[config.mk]
export PLATFORM = sky130hd
export DESIGN_NAME = ppu_sched
export DESIGN_NICKNAME = d
export VERILOG_FILES = /design/src/rtl/ppu_sched.sv
export SDC_FILE = /design/constraint.sdc
export NUM_CORES = 1
export LEC_CHECK = 0
export ABC_CLOCK_PERIOD_IN_PS = 3500
export BUFFER_PORTS_ARGS = -buffer_cell sky130_fd_sc_hd__buf_4
export CAP_MARGIN = 25
export CORE_MARGIN = 2
export CORE_UTILIZATION = 45
export DETAILED_ROUTE_END_ITERATION = 12
export GPL_TIMING_DRIVEN = 0
export SLEW_MARGIN = 10
export SYNTH_ARGS = -nofsm -noshare
export SYNTH_HDL_FRONTEND = slang
export SYNTH_SLANG_ARGS = --single-unit
[constraint.sdc]
create_clock -name i_clk -period 3.5 [get_ports i_clk]
set_input_delay 0.35 -clock i_clk [delete_from_list [all_inputs] [get_ports i_clk]]
set_output_delay 0.35 -clock i_clk [all_outputs]
set_load 0.03 [all_outputs]
[src/rtl/ppu_sched.sv]
// ppu_sched: layer-job scheduler in front of the PPU.
//   Queues up to two job descriptors {nvec, relu}, issues one o_ppu_start per
//   accumulator tile, holds o_relu_en for the whole job and stalls the next
//   vector until quantize returns its scale factor (vsq buffer reuse).
// Ports:
//   i_clk, i_rst_n                  clock, async active-low reset
//   i_job_valid/o_job_ready         job push handshake, i_job_nvec/i_job_relu payload
//   i_tile_valid/o_tile_ack         accumulator tile ready / consumed
//   o_ppu_start, o_relu_en          PPU start pulse and ReLU enable
//   i_sf_valid                      quantize finished a vector
//   i_abort, i_err_clr              flush request, clear sticky timeout error
//   o_busy, o_job_done, o_vec_cnt   status
//   o_err_timeout                   sticky quantize timeout flag
module ppu_sched #(
   parameter int NVEC_W        = 8,
   parameter int TILE_CYC      = 16,
   parameter int TILES_PER_VEC = 4,
   parameter int QTO_W         = 8
) (
   input  logic              i_clk,
   input  logic              i_rst_n,
   input  logic              i_job_valid,
   output logic              o_job_ready,
   input  logic [NVEC_W-1:0] i_job_nvec,
   input  logic              i_job_relu,
   input  logic              i_tile_valid,
   output logic              o_tile_ack,
   output logic              o_ppu_start,
   output logic              o_relu_en,
   input  logic              i_sf_valid,
   input  logic              i_abort,
   input  logic              i_err_clr,
   output logic              o_busy,
   output logic              o_job_done,
   output logic [NVEC_W-1:0] o_vec_cnt,
   output logic              o_err_timeout
);

   localparam int ACC_W  = (TILE_CYC > 1) ? $clog2(TILE_CYC) : 1;
   localparam int TILE_W = (TILES_PER_VEC > 1) ? $clog2(TILES_PER_VEC) : 1;
   localparam logic [ACC_W-1:0]  ACC_LAST  = ACC_W'(TILE_CYC - 1);
   localparam logic [TILE_W-1:0] TILE_LAST = TILE_W'(TILES_PER_VEC - 1);
   // expiry on the (2**QTO_W-1)th WAIT_QUANT cycle; counter starts at 0
   localparam logic [QTO_W-1:0]  QTO_LAST  = QTO_W'((2**QTO_W) - 2);
   localparam logic [NVEC_W-1:0] VEC_ONE   = NVEC_W'(1);

   typedef struct packed {
      logic [NVEC_W-1:0] nvec;
      logic              relu;
   } job_t;

   typedef enum logic [2:0] {
      IDLE, LOAD, WAIT_TILE, RUN, WAIT_QUANT, DONE
   } state_t;

   state_t            state;
   job_t              fifo_q [2];
   logic              wr_ptr, rd_ptr;
   logic [1:0]        fifo_cnt;
   logic              rdy_q;
   logic              abort_q;
   logic [NVEC_W-1:0] nvec_q;
   logic [ACC_W-1:0]  acc_cnt;
   logic [TILE_W-1:0] tile_cnt;
   logic [QTO_W-1:0]  qto_cnt;

   logic fifo_full, fifo_empty, flush, push, pop, qto_exp, last_vec;
   job_t head, push_job;

   assign fifo_full  = (fifo_cnt == 2'd2);
   assign fifo_empty = (fifo_cnt == 2'd0);
   // rdy_q keeps ready low through reset and rises on the first clock after it
   assign o_job_ready = rdy_q & ~fifo_full & ~abort_q;
   // a RUN-time abort keeps the queue flushed until the tile drains
   assign flush    = i_abort | abort_q;
   assign push     = i_job_valid & o_job_ready & ~flush;
   assign pop      = ~fifo_empty & ~i_abort & ((state == IDLE) | (state == DONE));
   assign head     = fifo_q[rd_ptr];
   assign push_job = '{nvec: i_job_nvec, relu: i_job_relu};
   assign qto_exp  = (qto_cnt == QTO_LAST);
   assign last_vec = ((o_vec_cnt + VEC_ONE) == nvec_q);
   assign o_busy   = (state != IDLE);

   // job FIFO
   always_ff @(posedge i_clk or negedge i_rst_n) begin
      if (!i_rst_n) begin
         fifo_q[0] <= '0;
         fifo_q[1] <= '0;
         wr_ptr    <= 1'b0;
         rd_ptr    <= 1'b0;
         fifo_cnt  <= 2'd0;
         rdy_q     <= 1'b0;
      end else begin
         rdy_q <= 1'b1;
         if (flush) begin
            wr_ptr   <= 1'b0;
            rd_ptr   <= 1'b0;
            fifo_cnt <= 2'd0;
         end else begin
            if (push) begin
               fifo_q[wr_ptr] <= push_job;
               wr_ptr         <= ~wr_ptr;
            end
            if (pop) rd_ptr <= ~rd_ptr;
            case ({push, pop})
               2'b10:   fifo_cnt <= fifo_cnt + 2'd1;
               2'b01:   fifo_cnt <= fifo_cnt - 2'd1;
               default: fifo_cnt <= fifo_cnt;
            endcase
         end
      end
   end

   // scheduler FSM with registered outputs
   always_ff @(posedge i_clk or negedge i_rst_n) begin
      if (!i_rst_n) begin
         state         <= IDLE;
         abort_q       <= 1'b0;
         nvec_q        <= '0;
         acc_cnt       <= '0;
         tile_cnt      <= '0;
         qto_cnt       <= '0;
         o_vec_cnt     <= '0;
         o_relu_en     <= 1'b0;
         o_ppu_start   <= 1'b0;
         o_tile_ack    <= 1'b0;
         o_job_done    <= 1'b0;
         o_err_timeout <= 1'b0;
      end else begin
         o_ppu_start <= 1'b0;
         o_tile_ack  <= 1'b0;
         o_job_done  <= 1'b0;
         if (i_err_clr) o_err_timeout <= 1'b0;

         case (state)
            IDLE: begin
               if (pop) begin
                  nvec_q    <= head.nvec;
                  o_relu_en <= head.relu;
                  o_vec_cnt <= '0;
                  tile_cnt  <= '0;
                  state     <= LOAD;
               end
            end
            LOAD: begin
               if (i_abort || (nvec_q == '0)) begin
                  o_job_done <= 1'b1;
                  state      <= DONE;
               end else begin
                  state <= WAIT_TILE;
               end
            end
            WAIT_TILE: begin
               if (i_abort) begin
                  o_job_done <= 1'b1;
                  state      <= DONE;
               end else if (i_tile_valid) begin
                  o_ppu_start <= 1'b1;
                  o_tile_ack  <= 1'b1;
                  acc_cnt     <= '0;
                  state       <= RUN;
               end
            end
            RUN: begin
               // a tile in flight cannot be cut; remember the abort for its end
               if (i_abort) abort_q <= 1'b1;
               if (acc_cnt == ACC_LAST) begin
                  acc_cnt <= '0;
                  if (abort_q || i_abort) begin
                     abort_q    <= 1'b0;
                     tile_cnt   <= '0;
                     o_job_done <= 1'b1;
                     state      <= DONE;
                  end else if (tile_cnt == TILE_LAST) begin
                     tile_cnt <= '0;
                     qto_cnt  <= '0;
                     state    <= WAIT_QUANT;
                  end else begin
                     tile_cnt <= tile_cnt + 1'b1;
                     state    <= WAIT_TILE;
                  end
               end else begin
                  acc_cnt <= acc_cnt + 1'b1;
               end
            end
            WAIT_QUANT: begin
               if (i_abort) begin
                  o_job_done <= 1'b1;
                  state      <= DONE;
               end else if (i_sf_valid || qto_exp) begin
                  // a timeout counts as a finished vector so the job can drain
                  if (!i_sf_valid) o_err_timeout <= 1'b1;
                  o_vec_cnt <= o_vec_cnt + VEC_ONE;
                  if (last_vec) begin
                     o_job_done <= 1'b1;
                     state      <= DONE;
                  end else begin
                     state <= WAIT_TILE;
                  end
               end else begin
                  qto_cnt <= qto_cnt + 1'b1;
               end
            end
            DONE: begin
               // queued job: go straight to LOAD so relu_en switches without a gap
               if (pop) begin
                  nvec_q    <= head.nvec;
                  o_relu_en <= head.relu;
                  o_vec_cnt <= '0;
                  tile_cnt  <= '0;
                  state     <= LOAD;
               end else begin
                  o_relu_en <= 1'b0;
                  state     <= IDLE;
               end
            end
            default: state <= IDLE;
         endcase
      end
   end

endmodule

After elaboration in Yosys (flattened, before gate mapping):

Cells that the tools add are included.

* register bits: 61
* output and inout bits: 15
* word-level logic and storage cells: 159

* $add $sub $neg: 6
* $lt $le $gt $ge: 3
* eq/ne operators: 24
* mux-type cells: 65
* bitwise logic cells: 17
* reductions and logical operators: 25

Operator list (number)
* 2-to-1 mux 8 bit: 8
* 2-to-1 mux 9 bit: 4
* case mux 8 bit (2 select lines): 2
* 2-to-1 mux 3 bit: 10
* 2-to-1 mux 1 bit: 25
* bitwise mux 18 bit: 1
* != test 2 bit, second input constant: 9
* case mux 3 bit (6 select lines): 1
* adder 8 x 1 -> 8 bit, second input constant: 2
* nonzero test 2 bit: 7
* 2-to-1 mux 4 bit: 3
* 2-to-1 mux 2 bit: 5
* demux 9 bit (select 1 bit): 1
* == test 8 bit: 1
* == test 8 bit, second input constant: 1
* logical NOT 8 bit: 1
* case mux 2 bit (2 select lines): 2
* case mux 4 bit (2 select lines): 1
* AND reduction 4 bit: 2
* inverter 1 bit: 7
* AND 1 bit: 6
* == test 2 bit, second input constant: 3
* == test 3 x 2 -> 1 bit, second input constant: 2
* == test 3 bit, second input constant: 2
* 23 further kinds: 34

Logic depth before layout (Yosys ltp):

* depth in word-level cells: 9
* depth in mapped cells: 8

Worst setup path after synthesis:

No wires, ideal clock.

* kind: register to register
* from: register state[0]
* to: register qto_cnt[3]
* library setup time: 78 ps
* arrival: 1998 ps
* required time: 3422 ps
* slack: 1425 ps
* stages on the path, launching flop included: 8
* cells stage by stage: dfrtp_1 > buf_6 > or4b_1 > buf_2 > a211o_1 > buf_6 > or3_1 > a21oi_1

* word-level cells in the longest chain between the ends: 3

Ends and longest elaborated chain
* start: declaration: line 56 `state_t state;`
* start signal: assignment: line 117 `state <= IDLE;`
* start signal: assignment: line 142 `state <= LOAD;`
* start signal: assignment: line 148 `state <= DONE;`
* == test 3 bit or == test 3 x 2 -> 1 bit (tied branches): line 135 `case (state)`
* != test 2 bit (no line) or nonzero test 2 bit (tied branches)
* AND reduction 6 bit (no line)
* end signal: assignment: line 201 `qto_cnt <= qto_cnt + 1'b1;`
* end: declaration: line 65 `logic [QTO_W-1:0] qto_cnt;`

Several ways; a longest one is shown, not always the timed one.
A chain may end at the register's enable or synchronous reset.

Worst setup path after layout:

Ends and elaborated chain as after synthesis.

==> impl_results.md <==
* Met3 Routed Length at 284 um
* WP data required at 3770 ps
* Die W at 89.6 um
* Flops & latches, synth at 61
* Clock period minus worst slack at 2220 ps
* Status: finished clean
* Clock Power Share at 22.7%
* Crit path to: qto_cnt[3]
* Layout Area Growth over Synthesis at 16.2%
* Pwr dens at 670 nW/um2
* Post-synthesis sequential area ratio at 46.3%
* Reg-to-Reg End: qto_cnt[3]
* CP Max Fanout at 10
* Hold Vio Cnt, Final at 0
* WL met1 at 3630 um
* Worst Skew at 11.9 ps
* Worst r2r path cells at 7
* Top post-synthesis cells by area: dfrtp_1, mux2_2, o21ai_0
* Post-CTS Setup Inserts at 0
* Crit path DAT at 2490 ps
* Share of cells above drive strength 1 at 20.7%
* Setup TNS Final at 0 ps
* DR iter-0 viols at 119
* Die Area at 8030 um2
* Yosys synthesis warning count at 0
* Yosys top cell area share at 46.3%
* Via density at 5.56
* Resized Gates After CTS at 0
* Syn Std Cell Area at 3300 um2
* Placed cell area at 3650 um2
* Peak VDD IR at 0.321 mV
* Die Ht at 89.6 um
* Sink Count at 61
* Gr ovfl total at 0
* DR vias at 2639
* Hold Crit Class: in -> async
* Max-cap viol count at 0
* Number of synthesized flops with an enable pin at 0
* Post-Route WL at 7310 um
* Endpoints failing setup at 0
* Setup crit start: state[0]
* CTS Root Cell: clkbuf_8
* Met2 wire length at 3280 um
* Initial antenna violation count at 0
* Worst reg2reg startpoint: state[0]
* WL/cell at 15.4 um
* Setup CP Type: reg -> reg
* Post-synth ARST share at 100%
* Synth Flop Type: dfrtp_1
* Cell count after synthesis at 330
* P_int at 0.00158 W
* Vias in the first global route at 2589
* Period utilisation layout at 63.4%
* Sw Share at 38.3%
* Top sig layer: met4
* Synthesized Nets at 351
* Sw power at 0.000982 W
* Syn avg cell area at 9.99 um2
* Antenna fix cells at 0
* H-tree lvl count at 3
* Fmax at 451 MHz
* Post-detail-place hpwl at 5100 um
* Clk_lat worst skew at 350 ps
* Comb pwr share at 35.4%
* Hold buffer count at CTS at 0
* DRT Pass-1 Iters at 4
* Core Region at 7180 um2
* Yosys top cell by area: dfrtp_1
* CP Launch Type: flop
* Top-count cell post-synth: dfrtp_1
* R2R setup slack at 1280 ps
* Yosys cell types at 58
* Slew margin rel. at 45.8%
* GP Congestion at 0.847
* Fin area at 3830 um2
* DRC Markers at 0
* First-pass GRT wire length at 12600 um
* Sequential share of power at 41.9%
* LEAKAGE at 1.68 nW
* Commonest cells post-synth: dfrtp_1, nand2_1, o21ai_0, mux2_2, nor2_1
* Clk slew on worst S/H paths at 70 ps
* Max Transition Viols Final at 0
* Site Rows at 31
* CTS max path bufs at 2
* Largest net degree at the start of global routing at 62
* Nets at 392
* Fill cell count at 665
* Worst Tran Pin Value at 808 ps
* Total track usage at 20.6%
* CTS Buf Count at 9
* Final ANT Viol Nets at 0
* Crit end category: flop
* RSZ-0062 raised after global routing: no
* Initial core utilization at 45.9%
* CTS tree: built
* Port Buf Inserts at 30
* Top Ports at 31
sequential cells by signal, indices dropped and copies added (netlist names), 2 cells and up:
register / flops
fifo_q: 18
tile_cnt: 2
acc_cnt: 4
fifo_cnt: 2
state: 3
nvec_q: 8
qto_cnt: 8
o_vec_cnt: 8
worst max-delay path, cell delays in order, from the launching register on:
cell and delay (ps):
dfrtp_1 380, buf_6 140, or4b_1 480, buf_2 170, a211o_1 330, buf_6 160
or3_1 340, a21oi_1 140
cell families (layout without fill, tap and decap cells):
group	count (synthesis)	after routing	synth area share [%]
buffers and inverters	22	68	3.11
and+or+nand+nor	111	111	17.8
xor gates and xnor gates	17	17	4.52
adders and majority gates	5	5	1.90
other	1	1	0.114
AOI/OAI and AO/OA	85	85	17.0
muxes	28	28	9.22
DFF	61	61	46.3
power groups by stage:
stage               registers [W]  clock network, W  logic [W]
floorplan                 0.00107                 0   0.000654
global placement          0.00108                 0   0.000886
detailed placement        0.00109                 0   0.000904
CTS                       0.00107          0.000596   0.000908
global route              0.00110          0.000640    0.00102
finish                    0.00108          0.000582   0.000908
per-stage QoR:
step	cells	hold slack (ps)	power (W)	setup slack [ps]	util, %
after detailed placement	459	486	0.00199	1290	50.8
after floorplan	330	54.4	0.00172	1420	-
final	475	67.6	0.00257	1280	53.4
after CTS	475	109	0.00258	1280	53.4
after global placement	459	478	0.00196	1320	50.8
after global routing	475	136	0.00277	1160	53.4
metal layers:
layer | up-vias | global-route usage, %
met5 | - | 0
met4 | 0 | 9.09
met3 | 10 | 3.93
met2 | 62 | 31.1
met1 | 1266 | 28.9
li1 | 1301 | -
layout make-up:
class | instances | area [um2] | share of cell area (%)
clock buffers | 10 | 138 | 3.59
inverters | 6 | 22.5 | 0.588
clock inverters | 6 | 48.8 | 1.27
multi-input cells | 247 | 1670 | 43.5
flip-flops and latches | 61 | 1530 | 39.8
well taps | 99 | 124 | 3.23
repair buffers | 30 | 225 | 5.88
plain buffers | 16 | 80.1 | 2.09
layout by cell type, fill, tap and decap left out, drive strengths merged, types with 9 or more instances in the layout:
cell	count
a21oi	13
buf	34
clkbuf	22
dfrtp	61
mux2	19
mux2i	9
nand2	31
nand3	14
nor2	17
nor3	12
o21ai	28
xnor2	12
how the worst min path moves through the flow:
stage	depth (start not counted)	slack [ps]	from	to
after floorplan	0	50	i_rst_n	abort_q
after global placement	1	480	i_rst_n	o_vec_cnt[2]
after detailed placement	1	490	i_rst_n	o_vec_cnt[4]
after CTS	1	110	i_rst_n	nvec_q[4]
after global routing	1	140	i_rst_n	o_vec_cnt[4]
final	1	70	i_rst_n	o_vec_cnt[4]
Power figures use the tool's default switching activity.
